### src/rtl/pipelined_csel_adder.sv
// Pipelined carry-select adder/subtractor: one BLK-bit block resolved per stage,
// valid/ready handshake with bubble squeezing and full-throughput streaming.
module pipelined_csel_adder #(
    parameter int WIDTH = 32,
    parameter int BLK   = 8
) (
    input  logic             clk,
    input  logic             rst,
    input  logic             in_valid,
    output logic             in_ready,
    input  logic [WIDTH-1:0] a,
    input  logic [WIDTH-1:0] b,
    input  logic             cin,
    input  logic             sub,
    output logic             out_valid,
    input  logic             out_ready,
    output logic [WIDTH-1:0] sum,
    output logic             cout,
    output logic             ovf
);

    localparam int BLK_SAFE = (BLK >= 1) ? BLK : 1;
    localparam int NBLK     = (WIDTH >= BLK_SAFE) ? WIDTH / BLK_SAFE : 1;

    generate
        if (BLK < 1 || WIDTH < BLK_SAFE || (WIDTH % BLK_SAFE) != 0) begin : g_bad_params
            $error("pipelined_csel_adder: WIDTH must be a positive multiple of BLK, BLK >= 1");
        end
    endgenerate

    // Returns {carry into block msb, carry out, block sum}.
    function automatic logic [BLK_SAFE+1:0] blk_add(input logic [BLK_SAFE-1:0] x,
                                                    input logic [BLK_SAFE-1:0] y,
                                                    input logic                c);
        logic [BLK_SAFE:0] t;
        t = {1'b0, x} + {1'b0, y} + {{BLK_SAFE{1'b0}}, c};
        return {t[BLK_SAFE-1] ^ x[BLK_SAFE-1] ^ y[BLK_SAFE-1], t};
    endfunction

    logic [NBLK-1:0]  vld_q, vld_d, en;
    logic [WIDTH-1:0] a_q  [NBLK];
    logic [WIDTH-1:0] a_d  [NBLK];
    logic [WIDTH-1:0] bx_q [NBLK];
    logic [WIDTH-1:0] bx_d [NBLK];
    logic [WIDTH-1:0] s_q  [NBLK];
    logic [WIDTH-1:0] s_d  [NBLK];
    logic             c_q  [NBLK];
    logic             c_d  [NBLK];
    logic             cm_q [NBLK];
    logic             cm_d [NBLK];

    // A stage may load when it is empty or when every stage below it can move.
    always_comb begin
        en = '0;
        for (int k = 0; k < NBLK; k++) begin
            en[k] = out_ready;
            for (int j = k; j < NBLK; j++) begin
                en[k] = en[k] | ~vld_q[j];
            end
        end
    end

    always_comb begin
        logic [WIDTH-1:0]    bx_in;
        logic [BLK_SAFE-1:0] x, y;
        logic [BLK_SAFE+1:0] r0, r1, r;
        bx_in = sub ? ~b : b;
        x     = '0;
        y     = '0;
        r0    = '0;
        r1    = '0;
        r     = blk_add(a[BLK_SAFE-1:0], bx_in[BLK_SAFE-1:0], sub | cin);

        vld_d[0]                = in_valid;
        a_d[0]                  = a;
        bx_d[0]                 = bx_in;
        s_d[0]                  = '0;
        s_d[0][BLK_SAFE-1:0]    = r[BLK_SAFE-1:0];
        c_d[0]                  = r[BLK_SAFE];
        cm_d[0]                 = r[BLK_SAFE+1];

        for (int k = 1; k < NBLK; k++) begin
            x  = a_q[k-1][k*BLK_SAFE +: BLK_SAFE];
            y  = bx_q[k-1][k*BLK_SAFE +: BLK_SAFE];
            r0 = blk_add(x, y, 1'b0);
            r1 = blk_add(x, y, 1'b1);
            r  = c_q[k-1] ? r1 : r0;

            vld_d[k]                        = vld_q[k-1];
            a_d[k]                          = a_q[k-1];
            bx_d[k]                         = bx_q[k-1];
            s_d[k]                          = s_q[k-1];
            s_d[k][k*BLK_SAFE +: BLK_SAFE]  = r[BLK_SAFE-1:0];
            c_d[k]                          = r[BLK_SAFE];
            cm_d[k]                         = r[BLK_SAFE+1];
        end
    end

    always_ff @(posedge clk or posedge rst) begin
        if (rst) begin
            vld_q <= '0;
            for (int k = 0; k < NBLK; k++) begin
                a_q[k]  <= '0;
                bx_q[k] <= '0;
                s_q[k]  <= '0;
                c_q[k]  <= 1'b0;
                cm_q[k] <= 1'b0;
            end
        end else begin
            for (int k = 0; k < NBLK; k++) begin
                if (en[k]) begin
                    vld_q[k] <= vld_d[k];
                    a_q[k]   <= a_d[k];
                    bx_q[k]  <= bx_d[k];
                    s_q[k]   <= s_d[k];
                    c_q[k]   <= c_d[k];
                    cm_q[k]  <= cm_d[k];
                end
            end
        end
    end

    assign in_ready  = en[0];
    assign out_valid = vld_q[NBLK-1];
    assign sum       = s_q[NBLK-1];
    assign cout      = c_q[NBLK-1];
    assign ovf       = cm_q[NBLK-1] ^ c_q[NBLK-1];

endmodule

### config.mk
export PLATFORM = sky130hd
export DESIGN_NAME = pipelined_csel_adder
export DESIGN_NICKNAME = d
export VERILOG_FILES = /design/src/rtl/pipelined_csel_adder.sv
export SDC_FILE = /design/constraint.sdc
export NUM_CORES = 1
export LEC_CHECK = 0
export ABC_AREA = 1
export CAP_MARGIN = 15
export CORE_MARGIN = 3
export CORE_UTILIZATION = 56
export DETAILED_ROUTE_END_ITERATION = 8
export GPL_ROUTABILITY_DRIVEN = 0
export PLACE_DENSITY = 0.8
export SLEW_MARGIN = 20
export SYNTH_ARGS = -nofsm -noshare
export SYNTH_HDL_FRONTEND = slang
export SYNTH_SLANG_ARGS = --single-unit
export TNS_END_PERCENT = 50
### constraint.sdc
create_clock -name clk -period 9.49 [get_ports clk]
set_input_delay 2.3725 -clock clk [delete_from_list [all_inputs] [get_ports clk]]
set_output_delay 2.3725 -clock clk [all_outputs]
set_load 0.01 [all_outputs]
After elaboration in Yosys (flattened, before gate mapping)
Cells that the tools add are included.

operators by class
  $add $sub $neg = 8
  mux-type cells = 4
  bitwise logic cells = 21

operator list
  operator                                                        number
  8-bit by 8-bit adder with 9-bit output                          4
  32-bit two-way mux                                              1
  32-bit inverter                                                 1
  9-bit by 1-bit adder with 9-bit output (second input constant)  3
  9-bit two-way mux                                               2
  1-bit bitwise OR                                                11
  10-bit two-way mux                                              1
  9-bit by 1-bit adder with 9-bit output                          1
  1-bit bitwise XOR                                               5
  1-bit inverter                                                  4

word-level totals
  register bits after elaboration = 281
  bits of input ports = 70
  output and inout port bits = 36
  word-level logic and storage cells = 52

Depth between registers and ports, before layout
  word-level depth = 5
  mapped depth = 16

Least setup slack after synthesis
Ideal clock, no wire load.

  kind = input port to output port
  start point = input port out_ready
  end point = output port in_ready
  data arrival time = 3.409 ns
  data required time = 7.118 ns
  slack = 3.708 ns
  stages = 10
  path buffers = 2
  path through = nor2_2 -> inv_2 -> nor2_8 -> inv_2 -> nor2_4 -> inv_2 -> nor2_8 -> inv_2 -> buf_4 -> buf_2

between the ends
  cells in the longest elaborated chain, start to end = 4

RTL lines
  item                            line  text
  start, declared                 16    input logic out_ready,
  1-bit bitwise OR (4 in series)  58    en[k] = en[k] | ~vld_q[j];
  end, declared                   10    output logic in_ready,

Every way passes these cells.

Final worst setup path
Same ends and word-level chain as after synthesis.

==> metrics.csv <==
metric,value,unit
status,completed,
max-slew violation total from the final report,0,
Die Area,0.0177,mm^2
Fmax achieved,0.125,GHz
Post-synth ARST share,100,%
Post-Syn Nets,1207,
core area,0.0155,mm^2
# resized after CTS,0,
Longest Clk Path Bufs,2,
antenna violations before repair,0,
"Seq/Total Area, Yosys",51.1,%
Crit-path slowest cell,clkdlybuf4s50_1,
CTS tree,built,
most frequent cells in the layout,"nand2_1 (437), dfrtp_1 (185), inv_1 (105), clkdlybuf4s50_1 (104), o21ai_0 (87)",
final instance area,0.0108,mm^2
P_leak,5.43,nW
DPL Wire Length,12700,um
worst vdd ir,0.161,mV
Layout area overhead,19.5,%
CP required,7120,ps
drt via density,5.05,
GR Overflow Total,0,
Crit. End Element,output pin,
fin crit share,84.4,%
clock root cell,clkbuf_16,
Hold Path Class,register to register,
Critical Path Most Common Cell,inv_2,
Worst slew margin,38.1,%
Worst setup SP type,input pin,
Max-cap violations,0,
CP max FO,47,
Port Buf Inserts,105,
CTS Hold Buffers Added,0,
largest net degree at the start of global routing,107,
H-tree depth,4,
Setup Viol. Count Final,0,
syn_area_per_cell,8.25,um^2
Initial DRC Count,529,
Die Ht,133,um
antenna cells,0,
post-synth cell types,30,
vias in the first global route,6747,
"commonest non-fill, non-tap cell in the layout",nand2_1,
PD cells,251,mW/mm^2
Setup CP Type,input pin to output pin,
Worst-Skew Late Latency,430,ps
GR Util All Layers,21.7,%
clock buffer count from CTS,17,
Critical Path AT,5630,ps
cell area after synthesis,0.00905,mm^2
Final Net Count,1295,
residual DRC count,0,
skew final,6.88,ps
Power Total,2.72,mW
WL final,18400,um
#FFs+latches synth,185,
Core Rows,45,
# fillers,1245,
minimum clock period,8010,ps
Post-CTS Setup Bufs,0,
starting density of the core,58.5,%
final hold violation count,0,
Placed Area,0.0102,mm^2
CTS sink count,185,
"CTS clk-pin slew, worst paths",70,ps
Post-synth top flop,dfrtp_1,
I/O Pins,106,
ANT nets after route,0,
global-route wire length before repair,31500,um
RSZ-0062 raised after global routing,false,
Die Span X,133,um
Synth Instances,1098,
Max stage delay on crit path,670,ps
crit path cell chain,"clkdlybuf4s50_1, nor2_2, inv_2, nor2_8, inv_2, nor2_4, inv_2, nor2_8, inv_2, clkdlybuf4s50_1",
Post-synth EDFFs,0,
1st-pass router iterations,5,
via count,7119,
Slew @ Worst Pin,929,ps
Syn. warnings,0,
wire per inst,13.1,um
final setup TNS,0,ps
share of layout cells above drive strength 1,4.25,%
==> path summary, 6_finish.rpt <==
kind / slack (ps) / depth (start not counted) / from / end
min reg2reg: 470 / 2 / a_d[86]$_DFFE_PP0P_ / a_d[54]$_DFFE_PP0P_
max: 1480 / 10 / out_ready / in_ready
min in group asynchronous: 2510 / 2 / rst / sum[28]$_DFFE_PP0P_
min: 470 / 2 / a_d[86]$_DFFE_PP0P_ / a_d[54]$_DFFE_PP0P_
max in group asynchronous: 5780 / 3 / rst / bx_d[72]$_DFFE_PP0P_
max reg2reg: 6430 / 11 / vld_q[3]$_DFFE_PP0P_ / s_d[67]$_DFFE_PP0P_
==> Yosys cell counts (4+ instances only) <==
master | number | area (um^2)
fa_1 | 5 | 100
dfrtp_1 | 185 | 4630
inv_2 | 4 | 15.0
nand4_1 | 11 | 68.8
o21ai_1 | 15 | 75.1
ha_1 | 34 | 425
nand3b_1 | 6 | 45.0
xor2_1 | 10 | 87.6
o31ai_1 | 6 | 45.0
clkbuf_1 | 19 | 71.3
nand2_1 | 437 | 1640
buf_1 | 6 | 22.5
xnor2_1 | 32 | 280
nor2_1 | 31 | 116
inv_1 | 106 | 398
nand3_1 | 43 | 215
o21a_1 | 5 | 37.5
buf_2 | 12 | 60.1
or2_2 | 5 | 31.3
a21oi_1 | 23 | 115
o21ai_0 | 87 | 435
==> through the flow <==
step                hold WS [ps]  worst slack [ps]  cells  util [%]
detailed placement           453              1480   1378      66.0
CTS                          472              1470   1410      69.8
floorplan                    442              2090   1098         -
finish                       468              1480   1410      69.9
global route                 491              1230   1410      69.9
global placement             451              1510   1378      66.0
==> flip-flops by register name, summed over array words and instances (netlist names) <==
signal / count
a_d: 48
bx_d: 48
c_q: 3
cm_q: 1
cout: 1
s_d: 48
sum: 32
vld_q: 4
==> power by group <==
part           leakage (nW)  switching (mW)  internal (mW)
sequential             2.23           0.128           1.00
clock                 0.289           0.305          0.406
combinational          2.92           0.499          0.376
total                  5.43           0.932           1.79
==> critical path, delay by kind of cell <==
kind | cells | cell delay [ps]
buffers and inverters | 6 | 3060
and+or+nand+nor | 4 | 170
==> per-layer routing <==
layer	routed length, um	global-route usage [%]
met5	0	0
met4	325	6.91
met3	758	4.38
met2	8520	34.4
met1	8800	30.4
==> final cells by class <==
| cell class | instances | area, um^2 | share of cell area, % |
|---|---|---|---|
| clock buffer | 20 | 457 | 4.22 |
| sequential | 185 | 4630 | 42.8 |
| tap | 211 | 264 | 2.44 |
| multi-input combinational | 762 | 3820 | 35.4 |
| inverter | 110 | 418 | 3.86 |
| timing repair buffer | 110 | 1090 | 10.1 |
| clock inverter | 12 | 138 | 1.27 |
==> kinds of logic after synthesis <==
logic type,count (synthesis),synth area share (%)
adder cells (fa/ha/maj),39,5.80
buffers and inverters,151,6.63
AO/OA/AOI/OAI,141,8.19
flip-flops,185,51.1
AND/OR/NAND/NOR,540,24.2
XOR/XNOR,42,4.06
Note: power is estimated with default switching activity, not from simulation.
==> RTL edit (same flow settings) <==
Change the parameter `WIDTH` from 32 to 16.
--- a/src/rtl/pipelined_csel_adder.sv
+++ b/src/rtl/pipelined_csel_adder.sv
@@ -2,5 +2,5 @@
 // valid/ready handshake with bubble squeezing and full-throughput streaming.
 module pipelined_csel_adder #(
-    parameter int WIDTH = 32,
+    parameter int WIDTH = 16,
     parameter int BLK   = 8
 ) (
Ports: changed (resized a, b and sum); port bits go from 106 to 58. The function was not compared with the original's and may differ.
==> RTL edit against the original RTL <==
- power shrank 75%
- area after synthesis fell by 69%
- sequential power is 76% lower
- wire length shrank 69%
- sequential share of layout area decreased by 11 points
- sequential cell count fell by 140
- worst setup slack improved by 0.24 ns
- count of clock-buffer cells in the layout shrank 15
- cell area is 68% lower
- via count shrank 66%
- utilization rose by 3.9 points
- synthesized cell count is 68% lower
- largest cell class is now multi-input gates
- largest power group is now combinational logic
==> RTL edit: results (changes against the original RTL) <==
DR vias=2,397 (was 7,119); Worst Max-Slew Pin Slew=0.887 ns (was 0.929 ns); post-synthesis xor/xnor area fraction=6.29% (was 4.06%); worst vdd ir=0.0830 mV (was 0.161 mV); DP HPWL=4470 µm (was 12,700 µm); predominant post-synthesis flop cell=dfrtp_1 (unchanged); slowest cell delay on critical path=0.62 ns (was 0.67 ns); Initial DRC Count=73 (was 529); Lkg Pwr=0.00171 µW (was 0.00543 µW); worst hold stages=2 (unchanged); sw power=240 µW (was 932 µW); skew final=0.00429 ns (was 0.00688 ns); post-synthesis mux area share=0% (unchanged); post-synthesis compound-gate area fraction=7.91% (was 8.19%); Mapped Nets=410 (was 1,207); H-tree lvl count=2 (was 4); R2R cell count=8 (was 11); global-route wire length before repair=10,300 µm (was 31,500 µm); post-CTS setup buffers=0 (unchanged); Seq/Total Area, Yosys=40.4% (was 51.1%); R2R setup slack=6.74 ns (was 6.43 ns); crit path DAT=5.39 ns (was 5.63 ns); hold path startpoint=vld_q[0] (was a_d[86]); clock-pin slew on the worst setup and hold paths=about 0.08 ns; CP max FO=41 (was 47); worst skew pair latency=0.29 ns (was 0.43 ns); Syn Inst Count=353 (was 1,098); Adder-Cell Fraction of Synth Area=9.35% (was 5.80%); deepest clock path buffer count=2 (unchanged); HP Class=reg2reg (unchanged); number of fill cells=393 (was 1,245); YS warnings=0 (unchanged); clock root buffer=clkbuf_8 (was clkbuf_16); vias in the first global route=2,313 (was 6,747); final wirelength=5780 µm (was 18,400 µm); Ant. Diodes=0 (unchanged); max FFs per register=16; Synth top cells by count=nand2_1, dfrtp_1, inv_1, nand3_1, o21ai_0 (was nand2_1, dfrtp_1, inv_1, o21ai_0, nand3_1); Top delay family on crit path=buffers and inverters (unchanged); drt wl/cell=12.1 µm (was 13.1 µm); Hold WS=0.475 ns (was 0.468 ns); share of layout cells above drive strength 1=7.82% (was 4.25%); status=complete, no violations (unchanged); RR Endpoint=s_d[7] (was s_d[67]); post-cts resize count=0 (unchanged); port bufs=57 (was 105); CTS buffer count=5 (was 17); largest net degree at the start of global routing=46 (was 107); Post-synth ARST share=100% (unchanged); largest cells by area after synthesis=dfrtp_1, nand2_1, ha_1, inv_1, xnor2_1 (was dfrtp_1, nand2_1, o21ai_0, ha_1, inv_1); count of unique library cells instantiated by Yosys=33 (was 30); DRT Pass-1 Iters=4 (was 5); nets=466 (was 1,295); initial antenna violation count=0 (unchanged); Tot GR Track Use=21.4% (was 21.7%); Worst path slowest cell=clkinv_1 (was clkdlybuf4s50_1); hold endpoint=vld_q[1] (was a_d[54]); worst r2r src=vld_q[1] (was vld_q[3])
==> RTL edit: cell types whose count changed after synthesis, moves of 15 or more <==
cell      before  now
nand3_1       43   19
nand2_1      437  127
clkbuf_1      19    4
inv_1        106   31
ha_1          34   16
dfrtp_1      185   45
o21ai_0       87   17
xnor2_1       32   11
o21ai_1       15    0
nor2_1        31   12
==> RTL edit: layer usage <==
metal	part of all wire, %	up-vias	GRT usage [%]
li1	-	1243	-
met1	47	1091	28.9
met2	47	56	35.1
met3	4.1	7	4.14
met4	1.5	0	6.16
met5	0	-	0
==> RTL edit: per-stage QoR <==
stage / area, µm² / worst slack, ns
after floorplan: 2780 / 4.02
after global placement: 3400 / 1.77
after detailed placement: 3400 / 1.73
after CTS: 3510 / 1.70
after global routing: 3510 / 1.42
final: 3510 / 1.72
==> RTL edit: cells by family (layout without fill, tap and decap cells) <==
group           after synthesis  after routing
simple gates                187            187
flops                        45             45
buf+inv                      44            100
compound gates               38             38
xor+xnor                     20             20
fa+ha+maj                    19             19
==> RTL edit: cell type report <==
class / count / share of cell area (%)
Timing Repair Buffer: 59 / 16.7
Clock inverter: 2 / 0.999
Multi-Input combinational cell: 264 / 42.2
Inverter: 34 / 3.64
Sequential cell: 45 / 32.1
Tap cell: 67 / 2.39
Clock buffer: 5 / 1.96
==> RTL edit: power groups by stage <==
stage | registers [µW] | clock network (µW) | logic (µW)
finish | 266 | 140 | 275
global route | 272 | 150 | 309
CTS | 266 | 141 | 276
detailed placement | 269 | 0 | 273
global placement | 268 | 0 | 267
floorplan | 273 | 0 | 161
==> RTL edit: worst max-delay path by stage <==
| stage | from | to | cells past startpoint |
|---|---|---|---|
| final | out_ready | in_ready | 7 |
| after global routing | out_ready | in_ready | 7 |
| after detailed placement | out_ready | in_ready | 7 |
| after global placement | out_ready | in_ready | 7 |
| after floorplan | out_ready | in_ready | 5 |
| after CTS | out_ready | in_ready | 7 |
==> RTL edit: tightest hold or removal path, stage by stage, from the launching register on <==
cell and delay (ns):
dfrtp_1 0.33, inv_1 0.05, nand2_1 0.06
